### src/rtl/stage_memory.sv
// stage_memory: MIPS memory-access stage with EX/MEM and MEM/WB registers,
// a request/ready data-memory handshake with timeout, and bypass outputs.
module stage_memory #(
    parameter int WIDTH   = 32,
    parameter int TIMEOUT = 255
) (
    input  logic             clk,
    input  logic             reset,
    input  logic             ex_valid,
    input  logic             ex_regwrite,
    input  logic             ex_memtoreg,
    input  logic             ex_memwrite,
    input  logic [WIDTH-1:0] ex_aluresult,
    input  logic [WIDTH-1:0] ex_writedata,
    input  logic [4:0]       ex_writereg,
    input  logic             ex_overflow,
    output logic             dmem_req,
    output logic             dmem_we,
    output logic [WIDTH-1:0] dmem_addr,
    output logic [WIDTH-1:0] dmem_wdata,
    input  logic [WIDTH-1:0] dmem_rdata,
    input  logic             dmem_ready,
    output logic             stall_mem,
    output logic [WIDTH-1:0] aluresult_MEM,
    output logic [4:0]       writereg_MEM,
    output logic             regwrite_MEM,
    output logic [WIDTH-1:0] result_WB,
    output logic [4:0]       writereg_WB,
    output logic             regwrite_WB,
    output logic             exc_overflow,
    output logic             exc_misalign,
    output logic             exc_buserr
);
    typedef enum logic {IDLE, WAIT} state_t;

    state_t           state, state_next;
    logic [7:0]       waitcnt, waitcnt_next;
    logic             mem_valid, mem_regwrite, mem_memtoreg, mem_memwrite, mem_overflow;
    logic [WIDTH-1:0] mem_aluresult, mem_writedata;
    logic [4:0]       mem_writereg;
    logic             mem_op, misaligned, aligned_op, abort, ovf_fault, mis_fault;

    assign mem_op     = mem_valid & (mem_memtoreg | mem_memwrite);
    assign misaligned = mem_aluresult[1:0] != 2'b00;
    assign aligned_op = mem_op & !misaligned;
    assign abort      = (state == WAIT) & aligned_op & !dmem_ready & (waitcnt == 8'(TIMEOUT));
    assign stall_mem  = aligned_op & !dmem_ready & !abort;
    assign ovf_fault  = mem_valid & mem_regwrite & mem_overflow;
    assign mis_fault  = mem_op & misaligned;

    assign dmem_req      = aligned_op;
    assign dmem_we       = mem_memwrite;
    assign dmem_addr     = mem_aluresult;
    assign dmem_wdata    = mem_writedata;
    assign aluresult_MEM = mem_aluresult;
    assign writereg_MEM  = mem_writereg;
    assign regwrite_MEM  = mem_valid & mem_regwrite & !mem_memtoreg;

    always_ff @(posedge clk or negedge reset) begin
        if (!reset) begin
            mem_valid     <= 1'b0;
            mem_regwrite  <= 1'b0;
            mem_memtoreg  <= 1'b0;
            mem_memwrite  <= 1'b0;
            mem_aluresult <= '0;
            mem_writedata <= '0;
            mem_writereg  <= '0;
            mem_overflow  <= 1'b0;
        end else if (!stall_mem) begin
            mem_valid     <= ex_valid;
            mem_regwrite  <= ex_regwrite;
            mem_memtoreg  <= ex_memtoreg;
            mem_memwrite  <= ex_memwrite;
            mem_aluresult <= ex_aluresult;
            mem_writedata <= ex_writedata;
            mem_writereg  <= ex_writereg;
            mem_overflow  <= ex_overflow;
        end
    end

    always_comb begin
        state_next   = state;
        waitcnt_next = waitcnt;
        if (state == IDLE) begin
            state_next   = (aligned_op & !dmem_ready) ? WAIT : IDLE;
            waitcnt_next = (aligned_op & !dmem_ready) ? 8'd1 : 8'd0;
        end else begin
            state_next   = (dmem_ready | abort | !aligned_op) ? IDLE : WAIT;
            waitcnt_next = (dmem_ready | abort | !aligned_op) ? 8'd0 : waitcnt + 8'd1;
        end
    end

    always_ff @(posedge clk or negedge reset) begin
        if (!reset) begin
            state   <= IDLE;
            waitcnt <= '0;
        end else begin
            state   <= state_next;
            waitcnt <= waitcnt_next;
        end
    end

    // A stalled edge sends a bubble downstream; result/writereg simply hold.
    always_ff @(posedge clk or negedge reset) begin
        if (!reset) begin
            result_WB    <= '0;
            writereg_WB  <= '0;
            regwrite_WB  <= 1'b0;
            exc_overflow <= 1'b0;
            exc_misalign <= 1'b0;
            exc_buserr   <= 1'b0;
        end else if (stall_mem) begin
            regwrite_WB  <= 1'b0;
            exc_overflow <= 1'b0;
            exc_misalign <= 1'b0;
            exc_buserr   <= 1'b0;
        end else begin
            result_WB    <= mem_memtoreg ? dmem_rdata : mem_aluresult;
            writereg_WB  <= mem_writereg;
            regwrite_WB  <= mem_valid & mem_regwrite & !mem_memwrite & !ovf_fault & !mis_fault & !abort;
            exc_overflow <= ovf_fault;
            exc_misalign <= mis_fault;
            exc_buserr   <= abort;
        end
    end
endmodule
### config.mk
export PLATFORM = sky130hd
export DESIGN_NAME = stage_memory
export DESIGN_NICKNAME = d
export VERILOG_FILES = /design/src/rtl/stage_memory.sv
export SDC_FILE = /design/constraint.sdc
export NUM_CORES = 1
export LEC_CHECK = 0
export ABC_AREA = 1
export CAP_MARGIN = 5
export CORE_MARGIN = 2
export CORE_UTILIZATION = 45
export DETAILED_ROUTE_END_ITERATION = 6
export PLACE_DENSITY = 0.92
export REMOVE_ABC_BUFFERS = 1
export SLEW_MARGIN = 15
export SYNTH_ARGS = -nofsm -noshare
export SYNTH_HDL_FRONTEND = slang
export SYNTH_SLANG_ARGS = --single-unit
### constraint.sdc
create_clock -name clk -period 4.3 [get_ports clk]
set_input_delay 0.86 -clock clk [delete_from_list [all_inputs] [get_ports clk]]
set_output_delay 0.86 -clock clk [all_outputs]
set_load 0.01 [all_outputs]
Yosys cells after proc, flatten, opt, wreduce, memory -nomap -nowiden
Cells that the tools add are included.

operators by class
  bitwise operators = 18
  equal/unequal tests = 1
  reduce and logical (&&, ||, !) cells = 9
  multiplexer cells = 11
  $add $sub $neg = 1

operators with widths
  cell                                         count
  2-to-1 mux 32 bit                            1
  2-to-1 mux 8 bit                             2
  AND 1 bit                                    15
  adder 8 x 1 -> 8 bit, second input constant  1
  == test 8 bit, second input constant         1
  zero test 1 bit                              8
  2-to-1 mux 1 bit                             8
  OR 1 bit                                     3
  nonzero test 2 bit                           1

word-level totals
  bits of input ports = 109
  logic and storage cells = 56
  output and inout bits = 146
  register bits = 124

Longest topological paths before layout
  depth after elaboration = 10
  depth in mapped cells = 11
  depth with buffers taken out = 7

Least setup slack after synthesis
OpenSTA, ideal clock, no wires.

  kind = input port to output port
  start = input dmem_ready
  end = output stall_mem
  data required time = 3.440 ns
  arrival = 1.446 ns
  cell stages on the path = 5
  setup slack = 1.994 ns
  buffers on the path = 2
  path through = nor2_4 -> o21ai_4 -> buf_6 -> buf_4 -> inv_1

on the way
  longest elaborated chain between the ends = 5
  elaborated cells between the ends (all ways) = 6

RTL lines
  item                     line    RTL
  start: declaration       22      input logic dmem_ready,
  zero test 1 bit (*)      46, 47
  AND 1 bit (2 in series)  46      assign abort = (state == WAIT) & aligned_op & !dmem_ready & (waitcnt == 8'(TIMEOUT));
  zero test 1 bit          47      assign stall_mem = aligned_op & !dmem_ready & !abort;
  AND 1 bit (*)            47
  end: declaration         23      output logic stall_mem,

Every way passes the cells marked *; elsewhere a longest branch is shown, timed or not.

Final worst setup path
Ends and elaborated chain as after synthesis.

==> results.cfg <==
[clock_tree]
cts_sinks = 124
buffers_inserted_during_post_cts_setup_optimization = 0
h_tree_level_count = 4
clk_latency_ps = 410
clock_tree.root_cell = sky130_fd_sc_hd__clkbuf_16
ctsLongestPathBuffers = 2
path_clk_slew_ps = 50
cts_tree = built
cts_inserted_buffers = 17
post_cts_resize_count = 0
cts-hold-fix-buffers = 0

[floorplan]
chipHeight_um = 116.1
design.core.area_mm2 = 0.01211
floorplan.rows = 40
die_w_um = 116.1
floorplan.initialDensity_pct = 46.66
design.portCount = 255
die-area_mm2 = 0.01347

[timing]
final_period_minus_worst_setup_slack_ps = 3394
final-max-slew-violation-count = 0
tightestPinTransition_ps = 1155
skew_ps = 16.70
hold_slack_ps = 423.2
period_share_pct = 78.92
unrepaired_setup_endpoints_after_global_routing = no
setup-violations-final = 0
sum_of_negative_setup_slack_ps = 0
finalHoldViolCount = 0
maxClockFrequency_mhz = 294.7
worst_slew_margin_rel_pct = 23.03

[routing]
num_vias = 5254
detail_route.drc_violations = 0
drt-total-wl_mm = 16.08
drt_first_pass_iters = 4
viasPerCell = 4.874
final_ant_viol_nets = 0
drtIter0Drc = 318
drt-wirelength-per-cell_um = 14.92

[cells_and_area]
mostFrequentLayoutCell = sky130_fd_sc_hd__nand2_1
areaGrowthSynthToFinish_pct = 52.69
mostFrequentLayoutCells = sky130_fd_sc_hd__nand2_1 (329), sky130_fd_sc_hd__clkdlybuf4s50_1 (253), sky130_fd_sc_hd__dfrtp_1 (124)
layout-drive-gt1-share_pct = 5.165
insertedDiodeCount = 0
total_nets_final = 1008

[power_and_ir_drop]
cellPowerDensity_mw_per_mm2 = 394.5
worst_ir_drop_vdd_mv = 0.2452
p_leak_nw = 4.218

[critical_path]
worstReg2RegStart = waitcnt[0]
crit-reg2reg-capture = aluresult_MEM[25]
timing.setup.critical_path_class = in2out
timing.critical_path.required_ps = 3440
reg2reg_setup_slack_ps = 1600
cp-start-kind = input port
critical_path.endpoint = stall_mem
rr_worst_depth = 8
crit_arrival_ps = 2530
worst_setup_path_end_kind = primary output
crit_path_from = dmem_ready
critPathMaxFanout = 21

[logic_synthesis]
synth_area_per_cell_um2 = 8.167
cell_area_after_technology_mapping_mm2 = 0.005652
synth.yosys.seq_area_share_pct = 54.90
yosysTopAreaCellShare_pct = 54.90
synthDominantAreaCellType = sky130_fd_sc_hd__dfrtp_1
synth-seq-cells = 124
most_area_consuming_cells_after_synthesis = sky130_fd_sc_hd__dfrtp_1 (55%), sky130_fd_sc_hd__nand2_1 (22%), sky130_fd_sc_hd__nand3_1 (10%)
syn_inst = 692
post_synth_num_cell_types = 23
synth.yosys.warnings = 0

[placed_design]
place.port_buffers = 254
detailed_place_hpwl_mm = 10.65
globalplace.congestion = 0.7908

[run]
drv_cap = 0

[global_route]
grt_use_total_pct = 24.12
grt_pass1_vias = 5036
maximum_number_of_pins_on_one_net_before_global_route_repair = 106
grt_remaining_overflow = 0
grt_antenna_before_repair = 0
global_route_wire_length_before_repair_mm = 25.11

[run_status]
outcome = completed

[worst_hold_path]
holdCritPathClass = in2async
## area by class of cell
class,count,area (µm²)
clock inverter,7,135.1
tap,168,210.2
inverter,20,75.07
fill,932,3482
timing repair buffer,262,2600
sequential,124,3103
multi-input combinational,473,2014
clock buffer,24,491.7
## worst min-delay path by stage
stage                            start            to  slack (ps)  cells after the start
final                            reset  exc_misalign         420                      1
after global routing             reset  exc_misalign         470                      1
after detailed placement  mem_overflow   regwrite_WB         480                      1
after floorplan           mem_overflow   regwrite_WB         430                      1
after CTS                        reset  exc_overflow         450                      1
after global placement    mem_overflow   regwrite_WB         460                      1
## synthesized netlist by cell type, drive strengths merged
cell type  count
nand2        330
buf           65
ha             1
xor2           3
inv           20
nand4          1
dfrtp        124
clkbuf        10
or2            1
nand3        118
nor3           2
nor2          13
nor4           1
xnor2          2
o21ai          1
## stage by stage
step | util, % | total power (W) | instance area, µm² | std cells | setup slack, ps
2_1_floorplan | - | 0.001521 | 5180 | 617 | -505.5
3_3_place_gp | 66.07 | 0.001904 | 8003 | 1047 | 956.5
3_5_place_dp | 66.07 | 0.001920 | 8003 | 1047 | 924.7
4_1_cts | 71.25 | 0.003438 | 8630 | 1078 | 905.4
5_1_grt | 71.25 | 0.003549 | 8630 | 1078 | 789.2
6_report | 71.25 | 0.003404 | 8630 | 1078 | 906.2
## metal layers
layer	GRT usage [%]	vias to the layer above	part of all wire (%)
met4	9.444	0	2.1
met5	0	-	0
met3	7.793	23	8.0
met1	29.63	2467	39
met2	39.73	213	51
li1	-	2551	-
## critical path, cell delays in order
cell	delay, ps
sky130_fd_sc_hd__clkdlybuf4s50_1	500
sky130_fd_sc_hd__nor2_4	260
sky130_fd_sc_hd__o21ai_4	220
sky130_fd_sc_hd__inv_1	130
sky130_fd_sc_hd__clkdlybuf4s50_1	550
## cell families (layout without fill, tap and decap cells)
family,count (synthesis),in the layout,share of synthesized area (%)
AO/OA/AOI/OAI,1,1,0.2879
XOR/XNOR,5,5,0.7750
adder cells (fa/ha/maj),1,1,0.2214
buffers and inverters,95,313,9.675
flip-flops,124,124,54.90
AND/OR/NAND/NOR,466,466,34.14
## flip-flops by register name, indices dropped and copies added, names as in the netlist
name,count
regwrite_WB,1
exc_misalign,1
aluresult_MEM,32
writereg_WB,5
exc_buserr,1
mem_memtoreg,1
waitcnt,8
dmem_wdata,32
state,1
mem_overflow,1
exc_overflow,1
mem_valid,1
mem_regwrite,1
result_WB,32
writereg_MEM,5
dmem_we,1
## power breakdown
group	switching, W	internal, W
clock	0.000481	0.00103
sequential	0.0000647	0.00126
combinational	0.000247	0.000327
Note: power is estimated with default switching activity, not from simulation.
==> patch 1 (config.mk and constraints unchanged) <==
The parameter `WIDTH` goes from 32 to 28.
--- a/src/rtl/stage_memory.sv
+++ b/src/rtl/stage_memory.sv
@@ -1,7 +1,7 @@
 // stage_memory: MIPS memory-access stage with EX/MEM and MEM/WB registers,
 // a request/ready data-memory handshake with timeout, and bypass outputs.
 module stage_memory #(
-    parameter int WIDTH   = 32,
+    parameter int WIDTH   = 28,
     parameter int TIMEOUT = 255
 ) (
     input  logic             clk,
Ports: changed (7 resized); port bits go from 255 to 227. The function was not compared with the original's and may differ.
==> patch 1 against the original RTL <==
Sequential cell count shrank 12. Sequential share of layout area rose by 2.1 points. Setup slack better by 0.30 ns. Final area fell by 15%. Area after synthesis decreased by 11%. Utilization is 3.6 points lower. Critical endpoint unchanged. Routed wire length decreased by 16%. Power shrank 32%.
==> patch 1: results (changes against the original RTL) <==
INFO  outcome        outcome=completed
INFO  yosys          post_synthesis_share_of_cell_area_spent_on_full_adders_half_adders_and_majority_gates=0.247% [+0.026 points]
INFO  placed_design  place.detailed.instances=929 [-11%]
INFO  yosys          synth_xor_xnor_area_share=0.866% [+0.091 points]
INFO  grt            grt_max_degree=102 [-3.8%]
INFO  final_layout   proportion_of_layout_cells_with_a_drive_suffix_above_1=3.60% [-1.6 points]
INFO  yosys          post_syn_area_per_cell=8.13squm [-0.45%]
INFO  timing         finClkSkew=0.0143ns [-0.00241 ns]
INFO  cts            clock-root-buffer=clkbuf_8
INFO  setup_path     cp.arrival=2.23ns [-0.30 ns]
INFO  yosys          synth.cells.most_frequent=nand2_1 (294), dfrtp_1 (112), nand3_1 (105)
INFO  cts            ctsHtreeMaxLevel=3 [-1]
INFO  route          routed_via_count=4,675 [-11%]
INFO  final_layout   finish.cell_count_without_fillers=945 [-12%]
INFO  timing         tightest_slew=1.07ns [-0.0893 ns]
INFO  route          drt_iter0_drc=202 [-36%]
INFO  power          vdd_drop_max=0.217mV [-12%]
INFO  yosys          synth_seq_area_share=55.4% [+0.51 points]
INFO  setup_path     crit_path_max_fanout=3 [-86%]
INFO  grt            grt_use_total=22.2% [-1.9 points]
INFO  grt            first_global_vias=4,390 [-13%]
INFO  route          route.final.wire_length=13,600microns [-16%]
INFO  cts            clock_network_latency_to_the_later_pin_of_the_worst_skew_pair=0.36ns [-0.05 ns]
INFO  cts            cts_inserted_buffers=9 [-8]
INFO  placed_design  place.port_buffers=226 [-11%]
INFO  cts            cts_resized=0 [unchanged]
INFO  worst_hold_path hold_class=register to register
INFO  power          power.leakage=3.62nW [-14%]
INFO  cts            clk_pin_slew=0.11ns [+0.06 ns]
INFO  placed_design  dp_hpwl=9140microns [-14%]
INFO  yosys          yosysUniqueCellTypes=20 [-13%]
INFO  placed_design  gp_routability_congestion=0.799 [+0.99%]
INFO  final_layout   layout.filler_cells=850 [-8.8%]
INFO  grt            wire_length_of_the_first_global_routing_pass=20,900microns [-17%]
INFO  final_layout   final_net_count=898 [-11%]
INFO  yosys          synth.top_cells.by_area=dfrtp_1 (55%), nand2_1 (22%), nand3_1 (10%)
patch 1: changes by cell type after synthesis, moves of 3 or more:
cell,unedited run,this run
nand2_1,329,294
buf_2,23,6
dfrtp_1,124,112
nand3_1,116,105
clkbuf_1,10,19
buf_6,3,0
patch 1: metrics by stage:
step | TNS [ns] | worst slack [ns] | cell area [sq um]
floorplan | -85.59 | -1.63 | 4660
global placement | 0 | 1.21 | 7170
detailed placement | 0 | 1.20 | 7170
CTS | 0 | 1.19 | 7370
global route | 0 | 1.10 | 7370
finish | 0 | 1.21 | 7370
patch 1: power breakdown:
group	total, W	switching, W	leakage, nW	internal (W)
combinational	0.000504	0.000214	2.17	0.000290
sequential	0.00119	0.0000581	1.35	0.00113
clock	0.000624	0.000358	0.104	0.000266
total	0.00232	0.000630	3.62	0.00169
patch 1: critical path: stages:
cell and delay [ns]:
clkdlybuf4s50_1 0.50, nor2_4 0.18, o21ai_4 0.07, inv_1 0.06, clkdlybuf4s50_1 0.57
patch 1: area by class of cell:
type                    instances  area share, %
well taps                     140           2.38
inverters                      20           1.02
repair buffers                232           31.3
clock buffers                  12           2.24
multi-input cells             425           24.6
flip-flops and latches        112           38.0
clock inverters                 4          0.476
patch 1: routing by layer:
layer,vias to the layer above,track usage [%],routed length (microns)
met5,-,0,0
met1,2191,26.5,5380
met4,0,8.05,255
met2,197,37.9,6740
met3,23,6.58,1210
li1,2264,-,-
patch 1: logic make-up (layout without fill, tap and decap cells):
kind of cell,count (synthesis),after routing
flip-flops,112,112
adder cells (fa/ha/maj),1,1
AO/OA/AOI/OAI,1,1
XOR/XNOR,5,5
AND/OR/NAND/NOR,418,418
buffers and inverters,85,268
patch 1: path summary, 6_finish.rpt:
path	to	depth (start not counted)	slack (ns)	startpoint
max	stall_mem	5	1.21	dmem_ready
min	regwrite_WB$_DFF_PN0_	1	0.48	mem_overflow$_DFFE_PN0N_
max reg2reg	writereg_MEM[4]$_DFFE_PN0N_	8	1.78	mem_memtoreg$_DFFE_PN0N_
min reg2reg	regwrite_WB$_DFF_PN0_	1	0.48	mem_overflow$_DFFE_PN0N_
max in group asynchronous	result_WB[16]$_DFFE_PN0N_	2	2.86	reset
min in group asynchronous	exc_overflow$_DFF_PN0_	1	0.54	reset
==> patch 2 (same settings) <==
Made on the original files. Register the output `exc_overflow` once more; this adds one clock of latency there. The other outputs are not delayed to match.
--- a/src/rtl/stage_memory.sv
+++ b/src/rtl/stage_memory.sv
@@ -32,6 +32,8 @@
     output logic             exc_buserr
 );
     typedef enum logic {IDLE, WAIT} state_t;
+
+    logic exc_overflow_s0;
 
     state_t           state, state_next;
     logic [7:0]       waitcnt, waitcnt_next;
@@ -106,21 +108,25 @@
             result_WB    <= '0;
             writereg_WB  <= '0;
             regwrite_WB  <= 1'b0;
-            exc_overflow <= 1'b0;
+            exc_overflow_s0 <= 1'b0;
             exc_misalign <= 1'b0;
             exc_buserr   <= 1'b0;
         end else if (stall_mem) begin
             regwrite_WB  <= 1'b0;
-            exc_overflow <= 1'b0;
+            exc_overflow_s0 <= 1'b0;
             exc_misalign <= 1'b0;
             exc_buserr   <= 1'b0;
         end else begin
             result_WB    <= mem_memtoreg ? dmem_rdata : mem_aluresult;
             writereg_WB  <= mem_writereg;
             regwrite_WB  <= mem_valid & mem_regwrite & !mem_memwrite & !ovf_fault & !mis_fault & !abort;
-            exc_overflow <= ovf_fault;
+            exc_overflow_s0 <= ovf_fault;
             exc_misalign <= mis_fault;
             exc_buserr   <= abort;
         end
     end
+    always_ff @(posedge clk) begin
+        exc_overflow <= exc_overflow_s0;
+    end
+
 endmodule
Formal check against the unedited RTL: not equivalent (Yosys sat finds a counterexample within 4 cycles, from zero or initial values and one cycle with reset low).
==> patch 2 against the original RTL <==
Critical path depth stayed put. Setup slack better by 0.33 ns. Final area is 0.14% higher. Power is 1.2% lower. Utilization is 1.9 points lower. Non-clock buffer count is 2 lower. Sequential cell count is 1 higher. Routed wire length is 0.14% higher. Area after synthesis is 0.80% higher. Register-to-register slack better by 0.04 ns. Clock skew is 0.0072 ns lower. Clock power is 4% lower. Critical endpoint unchanged.
==> patch 2: results (changes against the original RTL) <==
INFO  outcome        outcome=completed
INFO  placed_design  gp_routability_congestion=0.784 [-0.92%]
INFO  cts            cts_post_setup_buffers_inserted=0 [unchanged]
INFO  yosys          synth_seq_area_share=54.8% [-0.083 points]
INFO  setup_path     cp.arrival=2.20ns [-0.33 ns]
INFO  cts            ctsHtreeMaxLevel=4 [unchanged]
INFO  cts            max-clock-path-buffers=2 [unchanged]
INFO  route          detail_route.first_pass.iterations=5 [+1]
INFO  yosys          synth.top_cells.by_area=dfrtp_1 (54%), nand2_1 (22%), nand3_1 (10%)
INFO  worst_hold_path hold_class=register to register
INFO  grt            wire_length_of_the_first_global_routing_pass=25,000microns [-0.52%]
INFO  route          wl_met2=8240microns [+0.12%]
INFO  route          routedLengthMet1=6000microns [-3.5%]
INFO  timing         tightest_slew=1.22ns [+0.0615 ns]
INFO  grt            grt_max_degree=112 [+5.7%]
INFO  yosys          yosys_warnings=0 [unchanged]
INFO  yosys          synth-main-ff-cell=dfrtp_1
INFO  setup_path     crit_path_top_delay_cell=clkdlybuf4s50_1
INFO  timing         finalMaxSlewViolations=0 [unchanged]
INFO  grt            grt_use_total=23.9% [-0.23 points]
INFO  route          drt-wirelength-per-cell=14.9microns [-0.14%]
INFO  power          vdd_drop_max=0.245mV [about the same]
INFO  yosys          post_synth_inst_count=693 [+0.14%]
INFO  yosys          synth.cells.most_frequent=nand2_1 (329), dfrtp_1 (124), nand3_1 (117)
INFO  final_layout   final_net_count=1,007 [-0.099%]
INFO  route          average_vias_per_placed_instance=4.96 [+1.7%]
INFO  grt            initial_antenna_violation_count=0 [unchanged]
INFO  placed_design  place.port_buffers=254 [unchanged]
INFO  cts            clock-root-buffer=clkbuf_16
INFO  route          drt_iter0_drc=341 [+7.2%]
INFO  final_layout   proportion_of_layout_cells_with_a_drive_suffix_above_1=4.73% [-0.43 points]
INFO  setup_path     cp_max_stage_delay=0.53ns [-0.02 ns]
INFO  cts            clk_pin_slew=0.05ns [about the same]
INFO  timing         finClkSkew=0.00947ns [-0.00723 ns]
INFO  yosys          yosysUniqueCellTypes=24 [+4.3%]
INFO  route          top_layer_used=met4
INFO  final_layout   diodes=0 [unchanged]
INFO  cts            cts_inserted_buffers=17 [unchanged]
INFO  route          met3WireLength=1420microns [+11%]
INFO  placed_design  place.detailed.instances=1,050 [+0.29%]
INFO  grt            first_global_vias=5,183 [+2.9%]
INFO  setup_path     crit_path_max_fanout=3 [-86%]
INFO  power          power.leakage=4.22nW [about the same]
INFO  final_layout   layout.filler_cells=970 [+4.1%]
INFO  placed_design  dp_hpwl=10,500microns [-1.1%]
INFO  setup_path     worst_path_dominant_cell_family=buffers and inverters
INFO  cts            cts_resized=0 [unchanged]
INFO  route          route.final.wire_length=16,100microns [+0.14%]
INFO  grt            globalRouteOverflowTotal=0 [unchanged]
INFO  cts            clock_network_latency_to_the_later_pin_of_the_worst_skew_pair=0.41ns [about the same]
INFO  yosys          async_reset_ff_share=99.2% [-0.80 points]
patch 2: power breakdown:
group	internal [W]	switching [W]	total [W]
sequential	0.00127	0.0000674	0.00134
clock	0.000965	0.000489	0.00145
combinational	0.000328	0.000246	0.000573
total	0.00256	0.000802	0.00336
patch 2: kinds of logic after synthesis:
kind of cell | after synthesis | synth area share (%)
buffers and inverters | 95 | 10.2
flip-flops | 125 | 54.8
adder cells (fa/ha/maj) | 1 | 0.220
XOR/XNOR | 5 | 0.769
AO/OA/AOI/OAI | 1 | 0.154
AND/OR/NAND/NOR | 466 | 33.9
patch 2: layer usage:
layer  GRT usage, %  vias up
li1               -     2549
met1           27.3     2559
met2           41.0      221
met3           7.78       31
met4           10.7        0
met5              0        -
patch 2: cell type report:
type	count	area (sq um)	share of cell area [%]
sequential	125	3120	36.1
clock inverter	7	110	1.27
tap	172	215	2.49
multi-input combinational	473	2010	23.3
inverter	20	77.6	0.898
timing repair buffer	260	2610	30.2
clock buffer	24	492	5.69
patch 2: metrics by stage:
stage          area (sq um)  setup TNS [ns]  util (%)  worst slack, ns  hold WS, ns
6_report               8640               0      69.3             1.24        0.338
3_5_place_dp           8040               0      64.5             1.24        0.329
3_3_place_gp           8040               0      64.5             1.27        0.325
2_1_floorplan          5190          -14.88         -           -0.898        0.324
4_1_cts                8640               0      69.3             1.23        0.341
5_1_grt                8640               0      69.3             1.17        0.362
patch 2: path summary, 6_finish.rpt:
check	startpoint	depth (start not counted)	end	slack [ns]
worst min-delay path	exc_overflow_s0$_DFF_PN0_	0	exc_overflow$_DFF_P_	0.34
worst min register to register	exc_overflow_s0$_DFF_PN0_	0	exc_overflow$_DFF_P_	0.34
min in group asynchronous	reset	1	exc_misalign$_DFF_PN0_	0.51
worst max-delay path	dmem_ready	5	stall_mem	1.24
max in group asynchronous	reset	2	aluresult_MEM[26]$_DFFE_PN0N_	2.98
worst max register to register	waitcnt[0]$_DFF_PN0_	9	writereg_MEM[2]$_DFFE_PN0N_	1.64
